--- config.mk ---
export PLATFORM = sky130hd
export DESIGN_NAME = axi_lite_wr_sched
export DESIGN_NICKNAME = d
export VERILOG_FILES = /design/src/rtl/axi_lite_wr_sched.sv
export SDC_FILE = /design/constraint.sdc
export NUM_CORES = 1
export LEC_CHECK = 0
export BUFFER_PORTS_ARGS = -buffer_cell sky130_fd_sc_hd__buf_2
export CAP_MARGIN = 40
export CORE_AREA = 2 2 143 145
export DETAILED_ROUTE_END_ITERATION = 6
export DIE_AREA = 0 0 145 147
export SLEW_MARGIN = 15
export SYNTH_ARGS = -nofsm -noshare
export SYNTH_HDL_FRONTEND = slang
export SYNTH_SLANG_ARGS = --single-unit
--- constraint.sdc ---
create_clock -name clk -period 6.5 [get_ports clk]
set_clock_uncertainty 0.2 [all_clocks]
set_input_delay 1.3 -clock clk [delete_from_list [all_inputs] [get_ports clk]]
set_output_delay 1.3 -clock clk [all_outputs]
set_load 0.005 [all_outputs]
--- src/rtl/axi_lite_wr_sched.sv ---
// axi_lite_wr_sched: round-robin scheduler sharing one AXI-Lite write channel among N_REQ requesters.
module axi_lite_wr_sched #(
  parameter int N_REQ  = 4,
  parameter int ADDR_W = 32,
  parameter int DATA_W = 32,
  parameter int PRIO0  = 1
) (
  input  logic                      clk,
  input  logic                      rst,
  input  logic [N_REQ-1:0]          req_i,
  input  logic [N_REQ*ADDR_W-1:0]   addr_i,
  input  logic [N_REQ*DATA_W-1:0]   data_i,
  input  logic [N_REQ*DATA_W/8-1:0] strb_i,
  output logic [N_REQ-1:0]          gnt_o,
  output logic [N_REQ-1:0]          done_o,
  output logic                      err_o,
  output logic                      busy_o,
  output logic [ADDR_W-1:0]         aw_addr,
  output logic                      aw_valid,
  input  logic                      aw_ready,
  output logic [DATA_W-1:0]         w_data,
  output logic [DATA_W/8-1:0]       w_strb,
  output logic                      w_valid,
  input  logic                      w_ready,
  input  logic [1:0]                b_resp,
  input  logic                      b_valid,
  output logic                      b_ready
);
  localparam int IW = $clog2(N_REQ);
  localparam int SW = DATA_W / 8;
  typedef enum logic [1:0] {IDLE, ADDR, RESP} state_t;
  state_t state_q, state_d;
  logic [IW-1:0] last_q, last_d, win_q, win_d, rr_idx, sel;
  logic [ADDR_W-1:0] aw_addr_q, aw_addr_d;
  logic [DATA_W-1:0] w_data_q, w_data_d;
  logic [SW-1:0] w_strb_q, w_strb_d;
  logic aw_valid_q, aw_valid_d, w_valid_q, w_valid_d, b_ready_q, b_ready_d, err_q, err_d;
  logic [N_REQ-1:0] gnt_q, gnt_d, done_q, done_d;
  logic prio;
  logic unused_resp;
  assign unused_resp = b_resp[0];
  // Descending scan so the nearest requester after last wins.
  always_comb begin
    rr_idx = '0;
    for (int k = N_REQ; k >= 1; k--)
      if (req_i[(int'(last_q) + k) % N_REQ]) rr_idx = IW'((int'(last_q) + k) % N_REQ);
  end
  assign prio = (PRIO0 != 0) && req_i[0];
  assign sel  = prio ? '0 : rr_idx;
  always_comb begin
    state_d    = state_q;
    last_d     = last_q;
    win_d      = win_q;
    aw_addr_d  = aw_addr_q;
    w_data_d   = w_data_q;
    w_strb_d   = w_strb_q;
    aw_valid_d = aw_valid_q;
    w_valid_d  = w_valid_q;
    b_ready_d  = b_ready_q;
    gnt_d      = '0;
    done_d     = '0;
    err_d      = 1'b0;
    case (state_q)
      IDLE: if (|req_i) begin
        state_d    = ADDR;
        win_d      = sel;
        last_d     = prio ? last_q : rr_idx;
        aw_addr_d  = addr_i[int'(sel)*ADDR_W +: ADDR_W];
        w_data_d   = data_i[int'(sel)*DATA_W +: DATA_W];
        w_strb_d   = strb_i[int'(sel)*SW +: SW];
        aw_valid_d = 1'b1;
        w_valid_d  = 1'b1;
        gnt_d[sel] = 1'b1;
      end
      ADDR: begin
        aw_valid_d = aw_valid_q && !aw_ready;
        w_valid_d  = w_valid_q && !w_ready;
        if (!aw_valid_d && !w_valid_d) begin
          state_d   = RESP;
          b_ready_d = 1'b1;
        end
      end
      RESP: if (b_valid) begin
        state_d      = IDLE;
        b_ready_d    = 1'b0;
        done_d[win_q] = 1'b1;
        err_d        = b_resp[1];
      end
      default: state_d = IDLE;
    endcase
  end
  always_ff @(posedge clk or negedge rst) begin
    if (!rst) begin
      state_q    <= IDLE;
      last_q     <= IW'(N_REQ - 1);
      win_q      <= '0;
      aw_addr_q  <= '0;
      w_data_q   <= '0;
      w_strb_q   <= '0;
      aw_valid_q <= 1'b0;
      w_valid_q  <= 1'b0;
      b_ready_q  <= 1'b0;
      gnt_q      <= '0;
      done_q     <= '0;
      err_q      <= 1'b0;
    end else begin
      state_q    <= state_d;
      last_q     <= last_d;
      win_q      <= win_d;
      aw_addr_q  <= aw_addr_d;
      w_data_q   <= w_data_d;
      w_strb_q   <= w_strb_d;
      aw_valid_q <= aw_valid_d;
      w_valid_q  <= w_valid_d;
      b_ready_q  <= b_ready_d;
      gnt_q      <= gnt_d;
      done_q     <= done_d;
      err_q      <= err_d;
    end
  end
  assign gnt_o    = gnt_q;
  assign done_o   = done_q;
  assign err_o    = err_q;
  assign busy_o   = state_q != IDLE;
  assign aw_addr  = aw_addr_q;
  assign aw_valid = aw_valid_q;
  assign w_data   = w_data_q;
  assign w_strb   = w_strb_q;
  assign w_valid  = w_valid_q;
  assign b_ready  = b_ready_q;
endmodule

Word level (Yosys, flattened, before mapping)
Index checks and enable logic that the tools add are counted.
- flip-flop bits (word level): 86
- latch bits: 0
- bits in writable memories: 0
- memory bits (read-only): 0
- input bits: 283
- memories kept: 0
- $add $sub $neg: 4
- $mul: 0
- divide/modulo/power cells: 0
- order comparisons: 8
- eq/ne operators: 5
- shift-type cells: 3
- multiplexer cells: 37
- bitwise gates (word level): 5
- reductions and logical operators: 23
- operator list (cell ; count):
    variable part select 128 x 8 -> 32 bit ; 2
    less-than comparator 3 x 4 -> 1 bit (second input constant) ; 4
    2-to-1 mux 2 bit ; 8
    2-to-1 mux 4 bit ; 4
    variable part select 16 x 5 -> 4 bit ; 1
    2-to-1 mux 1 bit ; 15
    AND reduction 3 bit ; 3
    binary-select mux 1 bit (select 2 bit) ; 4
    OR reduction 2 bit ; 4
    less-than comparator 2 x 3 -> 1 bit (second input constant) ; 2
    != test 2 bit (second input constant) ; 3
    case mux 1 bit (2 select lines) ; 3
    case mux 2 bit (3 select lines) ; 1
    nonzero test 2 bit ; 3
    logical AND 1 bit ; 5
    adder 2 x 1 -> 2 bit (second input constant) ; 2
    adder 2 bit (second input constant) ; 2
    AND 1 bit (first input constant) ; 4
    demux 1 bit (select 2 bit) ; 2
    greater-or-equal comparator 2 x 1 -> 1 bit (second input constant) ; 2
    zero test 1 bit ; 4
    AND reduction 2 bit ; 2
    OR reduction 4 bit ; 1
    == test 2 x 1 -> 1 bit (second input constant) ; 1
    3 further kinds ; 3

Depth between registers and ports, before layout
- depth after elaboration: 17
- gate-level depth with buffers: 9

Worst setup path before layout
OpenSTA, ideal clock, no wires.
- kind: input-to-reg
- start: in req_i[3]
- end: reg aw_addr_q[11], in the netlist aw_addr[11]
- arrival time: 2.608 ns
- data required time: 6.160 ns
- path slack: 3.552 ns
- stages: 6
- path buffers: 2
- path through: o21bai_1 -> buf_2 -> buf_1 -> a311oi_1 -> a2111oi_0 -> a211oi_1
- word-level cells in the longest chain between the ends: 9
- elaborated cells on any way between the ends: 20
- ends and longest elaborated chain (element ; line ; source):
    start: declaration ; 10 ; input logic [N_REQ-1:0] req_i,
    binary-select mux 1 bit (select 2 bit) ; 46 ; if (req_i[(int'(last_q) + k) % N_REQ]) rr_idx = IW'((int'(last_q) + k) % N_REQ);
    2-to-1 mux 1 bit (implied by the code) (2 in a row) ; 46 ;
    2-to-1 mux 2 bit (4 in a row) ; 46 ;
    2-to-1 mux 2 bit ; 49 ; assign sel = prio ? '0 : rr_idx;
    variable part select 128 x 8 -> 32 bit ; 68 ; aw_addr_d = addr_i[int'(sel)*ADDR_W +: ADDR_W];
    end signal: assignment ; 110 ; aw_addr_q <= aw_addr_d;
    end: declaration ; 34 ; logic [ADDR_W-1:0] aw_addr_q, aw_addr_d;
Parallel ways exist; a longest one is shown, timed or not. The select of a mux whose other input is x is not followed.
A chain may end at the register's enable or synchronous reset.

Worst setup path in the final report
- start: in req_i[1]
- end: reg aw_addr_q[4], in the netlist aw_addr[4]
The elaborated chain is that of the path after synthesis.

==> run summary <==
status - completed
Worst-Margin Slew - 908.3 ps
PostCTS Resize Cnt - 0
net switching power - 1227 uW
P_int - 1678 uW
Fin Setup TNS - 0 ps
CTS root buf - clkbuf_16
Fin. Hold Viols - 0
pin count of the biggest net entering global routing - 70
Period Utilization, post-route - 58.18%
worst-path maximum fanout - 61
Mapped Area - 0.005674 mm^2
Crit Path Class - in2reg
R2R cell count - 6
IO Pins - 364
Post-DP HPWL - 15.88 mm
post-DR wirelength/cell - 19.19 um
register bit total from synthesis - 86
fin crit period - 3781 ps
Worst Slack Setup Final - 2719 ps
Max Cap Viol - 0
Initial Util - 28.59%
CTS buffer count - 9
Std-Cell Rows - 52
worst reg2reg setup slack - 3660 ps
post-CTS setup repair buffer count - 0
Mean Syn Cell Area - 9.093 um^2
Max-slew headroom - 39.45%
Final setup viols - 0
Worst setup EP type - flip-flop
Reg power frac - 31.8%
CTS tree - built
critical path required time - 6540 ps
YS warnings - 0
die width - 145 um
hold buffers post-CTS - 0
H-tree depth - 3
overall power - 2905 uW
ys flop type - dfrtp_1
worst r2r src - last_q[1]$_DFFE_PN1P_
total grt overflow - 0
DRC viols - 0
Die ar. - 0.02132 mm^2
unrepaired setup endpoints after global routing - no
first-pass GRT wire length - 35.73 mm
Die Ht - 147 um
post-synthesis sequential area ratio - 37.97%
type of origin of the critical path - primary input
Final Slew Violations - 0
syn nets - 907
Sw Share - 42.22%
Core ar. - 0.01984 mm^2
WP data arrival - 3820 ps
CTS max path bufs - 2
Final nets - 1220
combinational power share - 48.8%
Total GRT Usage - 21.10%
Leak - 0.003662 uW
total wire length - 23.26 mm
Clock Sinks - 86
top cells by area, synth - dfrtp_1 37%, mux2i_1 12%, a2111oi_0 10%, a311oi_1 10%, a211oi_1 9.0%
Clk Latency, worst-skew pair - 340 ps
Synth top area share - 37.05%
fillers - 2037
share of layout cells above drive strength 1 - 42.89%
Post-synth EDFFs - 0
class of the worst hold path - reg2reg
clock network fraction of total power - 19.4%
Synth area leader - dfrtp_1
worst hold endpoint - done_o[2]$_DFF_PN0_
Netlist cell types - 31
routed vias - 6409
RD Place Congestion - 0.7545
fmax - 0.2644 GHz
Setup WS pre-CTS - 2300 ps
Antenna Violating Nets Remaining - 0
Port Buffers - 362
Ant. Diodes - 0
clock-pin slew on the worst setup and hold paths - 70 ps
WHS Path Cells - 1
mean number of vias per cell - 5.288
number of global-route vias before repair - 6371
fraction of registers with async set/reset - 100.0%
PwrDens - 362.3 mW/mm^2
Hold Startpoint - win_q[0]$_DFFE_PN0P_
DRT Pass-1 Iters - 5
Max IR drop VDD - 0.1709 mV
most common cell in the netlist - dfrtp_1
DR iter-0 viols - 288
reg2reg end - aw_addr[4]$_DFFE_PN0P_
area growth from synthesis to layout - 41.32%
Synth Instances - 624
initial antenna violation count - 0
Post-synth top cells - 84 x dfrtp_1, 76 x nor2_1, 70 x inv_1
## sequential cells by signal (all words and copies together), names as in the netlist
name	cells
last_q	2
b_ready	1
aw_valid	1
gnt_o	4
state_q	2
err_o	1
done_o	4
aw_addr	32
w_strb	4
w_data	32
win_q	2
w_valid	1
## worst max path at each step
stage / end / slack [ps] / from / cells after the start
CTS: w_data[7]$_DFFE_PN0P_ / 2670 / req_i[1] / 6
finish: aw_addr[4]$_DFFE_PN0P_ / 2720 / req_i[1] / 6
detailed placement: aw_addr[4]$_DFFE_PN0P_ / 2300 / req_i[1] / 6
global placement: aw_addr[4]$_DFFE_PN0P_ / 2100 / req_i[1] / 6
global route: w_data[21]$_DFFE_PN0P_ / 2560 / req_i[1] / 6
floorplan: aw_addr[11]$_DFFE_PN0P_ / 3550 / req_i[3] / 6
## power by group through the flow
stage	sequential [uW]	combinational, uW	clock [uW]
3_5_place_dp	931	1420	0
4_1_cts	925	1420	585
3_3_place_gp	923	1380	0
5_1_grt	954	1560	599
6_report	924	1420	564
2_1_floorplan	939	776	0
## worst max-delay path: stages
cell and delay, ps:
buf_2 290, buf_4 700, a31o_2 640, buf_4 420, a2111oi_0 170, a211oi_1 270
## per-stage QoR
step,area [um^2],hold slack (ps),util (%),instances
after detailed placement,7682,293.0,38.71,1195
after global routing,8019,326.1,40.41,1212
after global placement,7627,285.4,38.44,1193
final,8019,293.0,40.41,1212
after floorplan,5674,254.6,-,624
after CTS,7999,297.3,40.31,1211
## routing by layer
layer	track usage (%)	share of wire (%)	vias to the layer above
met5	0	0	-
li1	-	-	3017
met2	37.69	49	333
met1	25.68	41	3033
met4	6.832	2.0	0
met3	3.975	7.4	26
## area by class of cell
cell class                      count  area [um^2]  share of cell area (%)
Clock inverter                      5        83.83                   1.045
Inverter                           70        262.8                   3.277
Multi-Input combinational cell    390         2945                   36.73
Sequential cell                    86         2155                   26.87
Timing Repair Buffer              380         2002                   24.96
Clock buffer                       11        232.7                   2.902
Tap cell                          270        337.8                   4.213
## logic make-up (layout without fill, tap and decap cells)
logic type             Yosys count  in the layout  share of synthesized area, %
AO/OA/AOI/OAI                  223            223                         31.95
buffers and inverters          148            466                         10.78
multiplexers                    68             68                         12.00
flip-flops                      86             86                         37.97
AND/OR/NAND/NOR                 99             99                         7.299
## cell usage in the layout (no fill, tap or decap), types with 4 or more instances in the layout
cell and instances:
a2111oi_0 68, a311oi_1 68, mux2i_1 68, nor2_1 75, a211oi_1 68, buf_4 16, a21oi_1 4, inv_1 70
o21ai_0 9, buf_2 361, nand2_1 7, clkbuf_16 9, dfrtp_1 84
Note: power is estimated with default switching activity, not from simulation.
